===== config.mk =====
export PLATFORM = sky130hd
export DESIGN_NAME = fracn_mmd_divider
export DESIGN_NICKNAME = d
export VERILOG_FILES = /design/src/rtl/fracn_mmd_divider_pkg.sv /design/src/rtl/fracn_mmd_divider_ratio_calc.sv /design/src/rtl/fracn_mmd_divider.sv
export SDC_FILE = /design/constraint.sdc
export NUM_CORES = 1
export LEC_CHECK = 0
export CORE_ASPECT_RATIO = 0.9
export CORE_UTILIZATION = 61
export CTS_CLUSTER_DIAMETER = 200
export DETAILED_ROUTE_END_ITERATION = 10
export HOLD_SLACK_MARGIN = 0.08
export PLACE_DENSITY = 0.95
export REMOVE_ABC_BUFFERS = 1
export SYNTH_ARGS = -nofsm -noshare
export SYNTH_HDL_FRONTEND = slang
export SYNTH_HIERARCHICAL = 1
export SYNTH_SLANG_ARGS = --single-unit
export TNS_END_PERCENT = 50

===== constraint.sdc =====
create_clock -name i_clk -period 7 [get_ports i_clk]
set_clock_uncertainty 0.05 [all_clocks]
set_input_delay 1.4 -clock i_clk [delete_from_list [all_inputs] [get_ports i_clk]]
set_output_delay 1.4 -clock i_clk [all_outputs]
set_load 0.02 [all_outputs]

===== src/rtl/fracn_mmd_divider_pkg.sv =====
// Shared types and helpers for the fractional-N divider and the MASH offset path.
// dn is a small two's-complement offset; only -1..+2 are produced by a MASH 1-1.
package fracn_mmd_divider_pkg;

  localparam int DN_W = 3;

  typedef logic signed [DN_W-1:0] dn_t;

  function automatic logic dn_legal(input dn_t d);
    logic w_ok;
    case (d)
      3'sb000, 3'sb001, 3'sb010, 3'sb111: w_ok = 1'b1;
      default:                            w_ok = 1'b0;
    endcase
    return w_ok;
  endfunction

  function automatic int sext_dn(input dn_t d);
    return int'(d);
  endfunction

endpackage


===== src/rtl/fracn_mmd_divider_ratio_calc.sv =====
// Combinational divide-ratio calculation: n_int + sign-extended dn, clamped to
// [MIN_DIV, 2^NBITS-1]. Illegal dn codes contribute zero and raise the clamp flag.
module fracn_ratio_calc
  import fracn_mmd_divider_pkg::*;
#(
  parameter int NBITS   = 8,
  parameter int MIN_DIV = 4
) (
  input  logic [NBITS-1:0] i_n_int,
  input  dn_t              i_dn,
  output logic [NBITS-1:0] o_ratio,
  output logic             o_clamp
);

  localparam int RW = NBITS + 2;
  localparam logic signed [RW-1:0] RMIN = RW'(MIN_DIV);
  localparam logic signed [RW-1:0] RMAX = RW'((2 ** NBITS) - 1);

  logic                 w_legal;
  logic signed [RW-1:0] w_dn_ext;
  logic signed [RW-1:0] w_sum;

  // Sign-extend, add and saturate in a two-bit-wider signed domain.
  always_comb begin
    w_legal  = dn_legal(i_dn);
    w_dn_ext = w_legal ? RW'(sext_dn(i_dn)) : '0;
    w_sum    = $signed({2'b00, i_n_int}) + w_dn_ext;
    o_clamp  = ~w_legal;
    if (w_sum < RMIN) begin
      o_ratio = RMIN[NBITS-1:0];
      o_clamp = 1'b1;
    end else if (w_sum > RMAX) begin
      o_ratio = RMAX[NBITS-1:0];
      o_clamp = 1'b1;
    end else begin
      o_ratio = w_sum[NBITS-1:0];
    end
  end

endmodule


===== src/rtl/fracn_mmd_divider.sv =====
// Fractional-N multi-modulus divider: each output period lasts R = n_int + dn input
// clocks, marked by a one-cycle div_pulse and a near-50% registered div_clk.
module fracn_mmd_divider
  import fracn_mmd_divider_pkg::*;
#(
  parameter int NBITS   = 8,
  parameter int MIN_DIV = 4
) (
  input  logic             i_clk,
  input  logic             i_rst,
  input  logic             i_en,
  input  logic [NBITS-1:0] i_n_int,
  input  logic [DN_W-1:0]  i_dn,
  output logic             o_div_pulse,
  output logic             o_div_clk,
  output logic [NBITS-1:0] o_ratio,
  output logic             o_clamped
);

  localparam logic [NBITS-1:0] ONE = NBITS'(1);

  logic [NBITS-1:0] r_cnt;
  logic [NBITS-1:0] r_ratio;
  logic             r_div_pulse;
  logic             r_div_clk;
  logic             r_clamped;

  logic [NBITS-1:0] w_calc_ratio;
  logic             w_calc_clamp;
  logic [NBITS-1:0] w_cnt_nxt;
  logic [NBITS-1:0] w_ratio_nxt;
  logic             w_pulse_nxt;
  logic             w_dclk_nxt;
  logic             w_clamped_nxt;

  fracn_ratio_calc #(
    .NBITS   (NBITS),
    .MIN_DIV (MIN_DIV)
  ) u_ratio_calc (
    .i_n_int (i_n_int),
    .i_dn    ($signed(i_dn)),
    .o_ratio (w_calc_ratio),
    .o_clamp (w_calc_clamp)
  );

  // Reload on terminal count, otherwise count down; everything holds while disabled.
  always_comb begin
    w_cnt_nxt     = r_cnt;
    w_ratio_nxt   = r_ratio;
    w_pulse_nxt   = 1'b0;
    w_dclk_nxt    = 1'b0;
    w_clamped_nxt = r_clamped;
    if (i_en) begin
      if (r_cnt == '0) begin
        w_cnt_nxt     = w_calc_ratio - ONE;
        w_ratio_nxt   = w_calc_ratio;
        w_pulse_nxt   = 1'b1;
        w_clamped_nxt = r_clamped | w_calc_clamp;
      end else begin
        w_cnt_nxt     = r_cnt - ONE;
      end
      // Upper half of the count range is the high phase: ceil(R/2) cycles.
      w_dclk_nxt = (w_cnt_nxt >= (w_ratio_nxt >> 1));
    end else begin
      w_dclk_nxt = 1'b0;
    end
  end

  // State and output registers.
  always_ff @(posedge i_clk or posedge i_rst) begin
    if (i_rst) begin
      r_cnt       <= '0;
      r_ratio     <= NBITS'(MIN_DIV);
      r_div_pulse <= 1'b0;
      r_div_clk   <= 1'b0;
      r_clamped   <= 1'b0;
    end else begin
      r_cnt       <= w_cnt_nxt;
      r_ratio     <= w_ratio_nxt;
      r_div_pulse <= w_pulse_nxt;
      r_div_clk   <= w_dclk_nxt;
      r_clamped   <= w_clamped_nxt;
    end
  end

  assign o_div_pulse = r_div_pulse;
  assign o_div_clk   = r_div_clk;
  assign o_ratio     = r_ratio;
  assign o_clamped   = r_clamped;

endmodule


### Yosys cells after proc, flatten, opt, wreduce, memory -nomap -nowiden

Index checks and enable logic that the tools add are counted.

| storage, ports and cells | value |
|---|---|
| bits of input ports | 14 |
| output and inout bits | 11 |
| flip-flop bits (word level) | 19 |
| logic and storage cells | 36 |

| operators by class | value |
|---|---|
| add/subtract/negate cells | 3 |
| magnitude comparators | 3 |
| reduce and logical (&&, ||, !) cells | 5 |
| eq/ne operators | 4 |
| bitwise gates (word level) | 2 |
| muxes and demuxes | 13 |

Operator list:

| cell | number |
|---|---|
| 8-bit 2-to-1 mux | 6 |
| 8-bit by 1-bit subtractor with 8-bit output, second input constant | 2 |
| 9-bit by 10-bit adder with 10-bit output | 1 |
| 10-bit by 9-bit > comparator with 1-bit output, second input constant | 1 |
| 10-bit by 4-bit < comparator with 1-bit output, second input constant | 1 |
| 10-bit 2-to-1 mux | 1 |
| 8-bit by 7-bit >= comparator with 1-bit output | 1 |
| 8-bit zero test | 1 |
| 1-bit 2-to-1 mux | 6 |
| 2-bit AND reduction | 2 |
| 4-bit OR reduction | 1 |
| 3-bit by 1-bit == test with 1-bit output, second input constant | 1 |
| 3-bit by 2-bit == test with 1-bit output, second input constant | 1 |
| 3-bit == test, second input constant | 1 |
| 3-bit zero test | 1 |
| 2-bit by 1-bit inequality test with 1-bit output, second input constant | 1 |
| 1-bit NOT | 1 |
| 1-bit OR | 1 |

### Longest topological paths before layout

| depth | value |
|---|---|
| depth in word-level cells | 13 |
| depth in mapped cells | 20 |
| mapped depth without buffers | 20 |

### Hierarchy

The synthesis kept the hierarchy.

Modules (own cells, without submodules):

| module | instances | area each (um2) | cells each | seq. area each (um2) |
|---|---|---|---|---|
| fracn_mmd_divider | 1 | 1345.0 | 126 | 476.7 |
| fracn_ratio_calc | 1 | 661.9 | 86 | 0.0 |

### Worst setup path after synthesis

Ideal clock, no wire load.

| timing path | value |
|---|---|
| path kind | input -> register |
| start | in i_dn[2] |
| end | reg r_div_clk, in the netlist o_div_clk |
| data arrival time | 5598 ps |
| stages on the path | 19 |
| library setup time | 135 ps |
| slack | 1216 ps |
| buffers on the path | 0 |
| required time | 6815 ps |
| path through | xnor2_1 and2_1 ha_1 inv_1 fa_1 nor2b_4 o31a_4 o31ai_4 nor3_2 a31oi_4 or4b_1 or3_2 o311ai_2 and4b_2 nor2_1 ha_1 and3_1 a221oi_1 o211ai_1 |

| between the ends | value |
|---|---|
| word-level cells in the longest chain between the ends | 13 |
| elaborated cells on any way between the ends | 19 |
| classes of those cells | add/sub: 2; order compare: 3; eq/ne: 3; mux: 9; reduce/logical: 2 |

Ends and longest elaborated chain:

| element | RTL line | source |
|---|---|---|
| start, declared | fracn_mmd_divider.sv:13 | `input logic [DN_W-1:0] i_dn,` |
| 3-bit by 1-bit == test with 1-bit output (tied with other cells) | fracn_mmd_divider_pkg.sv:11 | `case (d)` |
| 4-bit OR reduction | fracn_mmd_divider_pkg.sv:11 |  |
| 1-bit 2-to-1 mux | fracn_mmd_divider_pkg.sv:11 |  |
| 10-bit 2-to-1 mux * | fracn_mmd_divider_ratio_calc.sv:26 | `w_dn_ext = w_legal ? RW'(sext_dn(i_dn)) : '0;` |
| 9-bit by 10-bit adder with 10-bit output * | fracn_mmd_divider_ratio_calc.sv:27 | `w_sum = $signed({2'b00, i_n_int}) + w_dn_ext;` |
| 10-bit by 9-bit > comparator with 1-bit output | fracn_mmd_divider_ratio_calc.sv:32 | `end else if (w_sum > RMAX) begin` |
| 8-bit 2-to-1 mux | fracn_mmd_divider_ratio_calc.sv:32 |  |
| 8-bit 2-to-1 mux * | fracn_mmd_divider_ratio_calc.sv:29 | `if (w_sum < RMIN) begin` |
| net w_calc_ratio[2] | fracn_mmd_divider.sv:28 | `logic [NBITS-1:0] w_calc_ratio;` |
| 8-bit by 1-bit subtractor with 8-bit output | fracn_mmd_divider.sv:55 | `w_cnt_nxt = w_calc_ratio - ONE;` |
| 8-bit 2-to-1 mux | fracn_mmd_divider.sv:54 | `if (r_cnt == '0) begin` |
| 8-bit 2-to-1 mux | fracn_mmd_divider.sv:53 | `if (i_en) begin` |
| 8-bit by 7-bit >= comparator with 1-bit output * | fracn_mmd_divider.sv:63 | `w_dclk_nxt = (w_cnt_nxt >= (w_ratio_nxt >> 1));` |
| 1-bit 2-to-1 mux * | fracn_mmd_divider.sv:53 |  |
| net w_dclk_nxt | fracn_mmd_divider.sv:33 | `logic w_dclk_nxt;` |
| end signal, assigned | fracn_mmd_divider.sv:81 | `r_div_clk <= w_dclk_nxt;` |
| end, declared | fracn_mmd_divider.sv:25 | `logic r_div_clk;` |

The timed path passes the listed nets; every way through them passes the cells marked *. The select of a mux whose other input is x is not followed.
A chain may end at the register's enable or synchronous reset.

### Worst setup path in the final report

Ends and elaborated chain as after synthesis.

==> reports/qor.csv <==
stage,metric,value,unit
run_status,outcome,"complete, no violations",
drt,drt-initial-drc-count,203,
clock_network,cts_setup_buffers,0,
worst_setup_path,cp.arrival,6730,ps
global_routing,grt_start_max_net_pins,20,
sta,hold_viol,0,
sta,fin_crit,6571,ps
floorplanning,coreArea,3090,um2
yosys,yosys_warnings,6,
clock_network,cts.sinks,19,
worst_setup_path,critPathLaunchType,input pin,
worst_setup_path,critical_path_class,in2reg,
sta,slew_violations,0,
clock_network,cts_root_buffer,clkbuf_4,
worst_setup_path,crit_fanout,8,
yosys,syn-cell-area,2007,um2
job,maxCapViolCount,0,
drt,ant_nets,0,
clock_network,numCtsBuffers,3,
yosys,synth_edf_count,0,
global_routing,grt_pass1_vias,1631,
placed_design,gp_congestion,0.8712,
hold_path,min_path_type,reg2reg,
placed_design,dp.cells,273,
floorplanning,placementRows,19,
clock_network,cts_resized,0,
drt,drc,0,
pwr,power.density,325.0,nW/um2
clock_network,htreeDepth,1,
sta,slew-limit-headroom,34.66,%
finish,area_delta_synth_final,13.78,%
sta,fin_ws,428.5,ps
clock_network,clk-insertion-delay-late,320,ps
clock_network,path_clk_slew,120,ps
sta,tns,0,ps
global_routing,grt_antenna_before_repair,0,
yosys,avgSynthCellArea,9.467,um2
global_routing,grt_pass1_wl,7955,um
drt,route.vias.total,1767,
clock_network,clock_path_buffers,2,
drt,drt_pre_antenna_iters,4,
worst_setup_path,end_kind,flip-flop,
yosys,seq_area_frac_synth,23.75,%
yosys,ys_ff_latch,19,
worst_setup_path,crit_required,7150,ps
floorplanning,initial_core_util,64.94,%
placed_design,dp_hpwl,3747,um
floorplanning,die-area,3524,um2
finish,final_cells,277,
sta,worstMarginPinSlew,971.2,ps
pwr,power_leakage,0.9737,nW
clock_network,cts_tree,done,
yosys,synth_ff_type,dfrtp_1,
floorplanning,dieWidth,62.46,um
pwr,finalPower,0.7420,mW
yosys,synth_cells,212,
sta,clock.fmax,152.2,MHz
placed_design,place_ws,137.0,ps
floorplanning,io_pins,25,
finish,nets,268,
drt,avgViaCountPerCell,6.379,
sta,rsz0062_at_grt,no,
pwr,ir_drop,0.0002868,V
floorplanning,die_h,56.42,um
clock_network,hold_buffers,0,
global_routing,grt-ovfl-total,0,
sta,final.period_utilization,93.88,%
yosys,ys_async_sr_fraction,100.0,%
sta,setup_viol,0,
finish,n_antenna_cell,0,
global_routing,grt_util_all_layers,28.84,%
drt,detail_route.wl_per_cell,17.21,um
drt,totalWireLength,4767,um
finish,drive_gt1_share,17.45,%
placed_design,io_buffer_count,24,
finish,fill_cells,214,
yosys,synth.distinct_cells,66,
==> kinds of logic (layout without fill, tap and decap cells) <==
logic type / Yosys count / count (layout) / synth area share, %
AOI/OAI and AO/OA: 67 / 67 / 26.44
and+or+nand+nor: 62 / 62 / 19.45
DFF: 19 / 19 / 23.75
buffers and inverters: 19 / 42 / 5.361
adders and majority gates: 18 / 18 / 11.60
muxes: 16 / 16 / 8.604
xor gates and xnor gates: 11 / 11 / 4.801
==> power breakdown <==
part | switching, mW | internal (mW) | leakage [nW] | total [mW]
clock network | 0.0373 | 0.0214 | 0.0177 | 0.0587
logic | 0.251 | 0.221 | 0.715 | 0.472
registers | 0.0551 | 0.156 | 0.241 | 0.211
total | 0.344 | 0.398 | 0.974 | 0.742
==> cell type report <==
class	count	area (um2)	share of cell area [%]
inverter	11	41.29	1.808
clock buffer	3	22.52	0.9863
sequential	19	476.7	20.88
timing repair buffer	27	262.8	11.51
tap	42	52.55	2.301
clock inverter	1	5.005	0.2192
multi-input combinational	174	1423	62.30
==> layout by cell type (no fill, tap or decap), types with 4 or more instances in the layout <==
master | Yosys | routed
clkdlybuf4s50_1 | 0 | 24
dfrtp_1 | 18 | 18
ha_1 | 17 | 17
nor2_1 | 16 | 16
o21ai_0 | 14 | 14
a21oi_1 | 12 | 12
inv_1 | 11 | 11
mux2_2 | 10 | 10
xnor2_1 | 8 | 8
a31oi_1 | 7 | 7
nand2_1 | 6 | 6
mux2i_1 | 6 | 6
nor3_1 | 4 | 4
and2_1 | 4 | 4
==> synth_stat cells (2+ instances only) <==
cell type,instances,share of area (%)
dfrtp_1,18,22
ha_1,17,11
nor2_1,16,3.0
o21ai_0,14,3.5
a21oi_1,12,3.0
inv_1,11,2.1
mux2_2,10,5.6
xnor2_1,8,3.5
a31oi_1,7,2.2
mux2i_1,6,3.0
nand2_1,6,1.1
and2_1,4,1.2
buf_6,4,2.2
nor3_1,4,1.0
a211oi_1,3,1.1
a21o_1,3,1.1
a31o_2,3,1.3
nand3_1,3,0.75
nor2b_1,3,0.94
nor4_1,3,0.94
xor2_1,3,1.3
a211o_1,2,0.87
nand2b_1,2,0.62
nor3_2,2,1.0
nor3b_1,2,0.75
nor4b_1,2,0.87
o211a_1,2,1.0
o211ai_1,2,0.75
or3_1,2,0.62
or4b_1,2,1.0
==> final timing paths <==
path	slack, ps	cells past startpoint	end	from
min reg2reg	450	1	o_clamped	o_clamped
max reg2reg	3180	11	o_div_clk	r_cnt[5]
min in group asynchronous	1440	2	o_div_clk	i_rst
max in group asynchronous	4980	2	o_div_pulse	i_rst
max	430	18	o_div_clk	i_dn[2]
min	450	1	o_clamped	o_clamped
==> sequential cells by signal, indices dropped and copies added, names as in the netlist <==
register	flops
o_ratio	8
r_cnt	8
o_div_clk	1
o_clamped	1
o_div_pulse	1
==> through the flow <==
stage / area (um2) / util (%) / hold slack (ps)
after global placement: 2256 / 73.00 / 403.8
after detailed placement: 2256 / 73.00 / 426.4
after CTS: 2283 / 73.89 / 450.6
after floorplan: 1941 / - / 509.0
final: 2283 / 73.89 / 446.9
after global routing: 2283 / 73.89 / 473.2
==> worst max-delay path: stages <==
cell,delay (ps)
clkdlybuf4s50_1,550
nand3_1,190
inv_1,280
ha_1,370
nor2b_4,170
o31a_4,300
nor4b_1,320
a211oi_1,130
and4_4,180
or4b_1,640
or3_2,530
o311ai_2,420
and4b_2,320
nor2_1,60
ha_1,290
and3_1,170
a221oi_1,270
o211ai_1,140
==> metal layers <==
metal  share of wire (%)  vias to the layer above  track usage [%]  wire length, um
met3                 6.2                       10            5.488              295
met4                 1.5                        0            6.645               72
met5                   0                        -                0                0
li1                    -                      852                -                -
met2                  48                       66            49.22             2284
met1                  44                      839            37.71             2115
(Power assumes the default switching activity.)
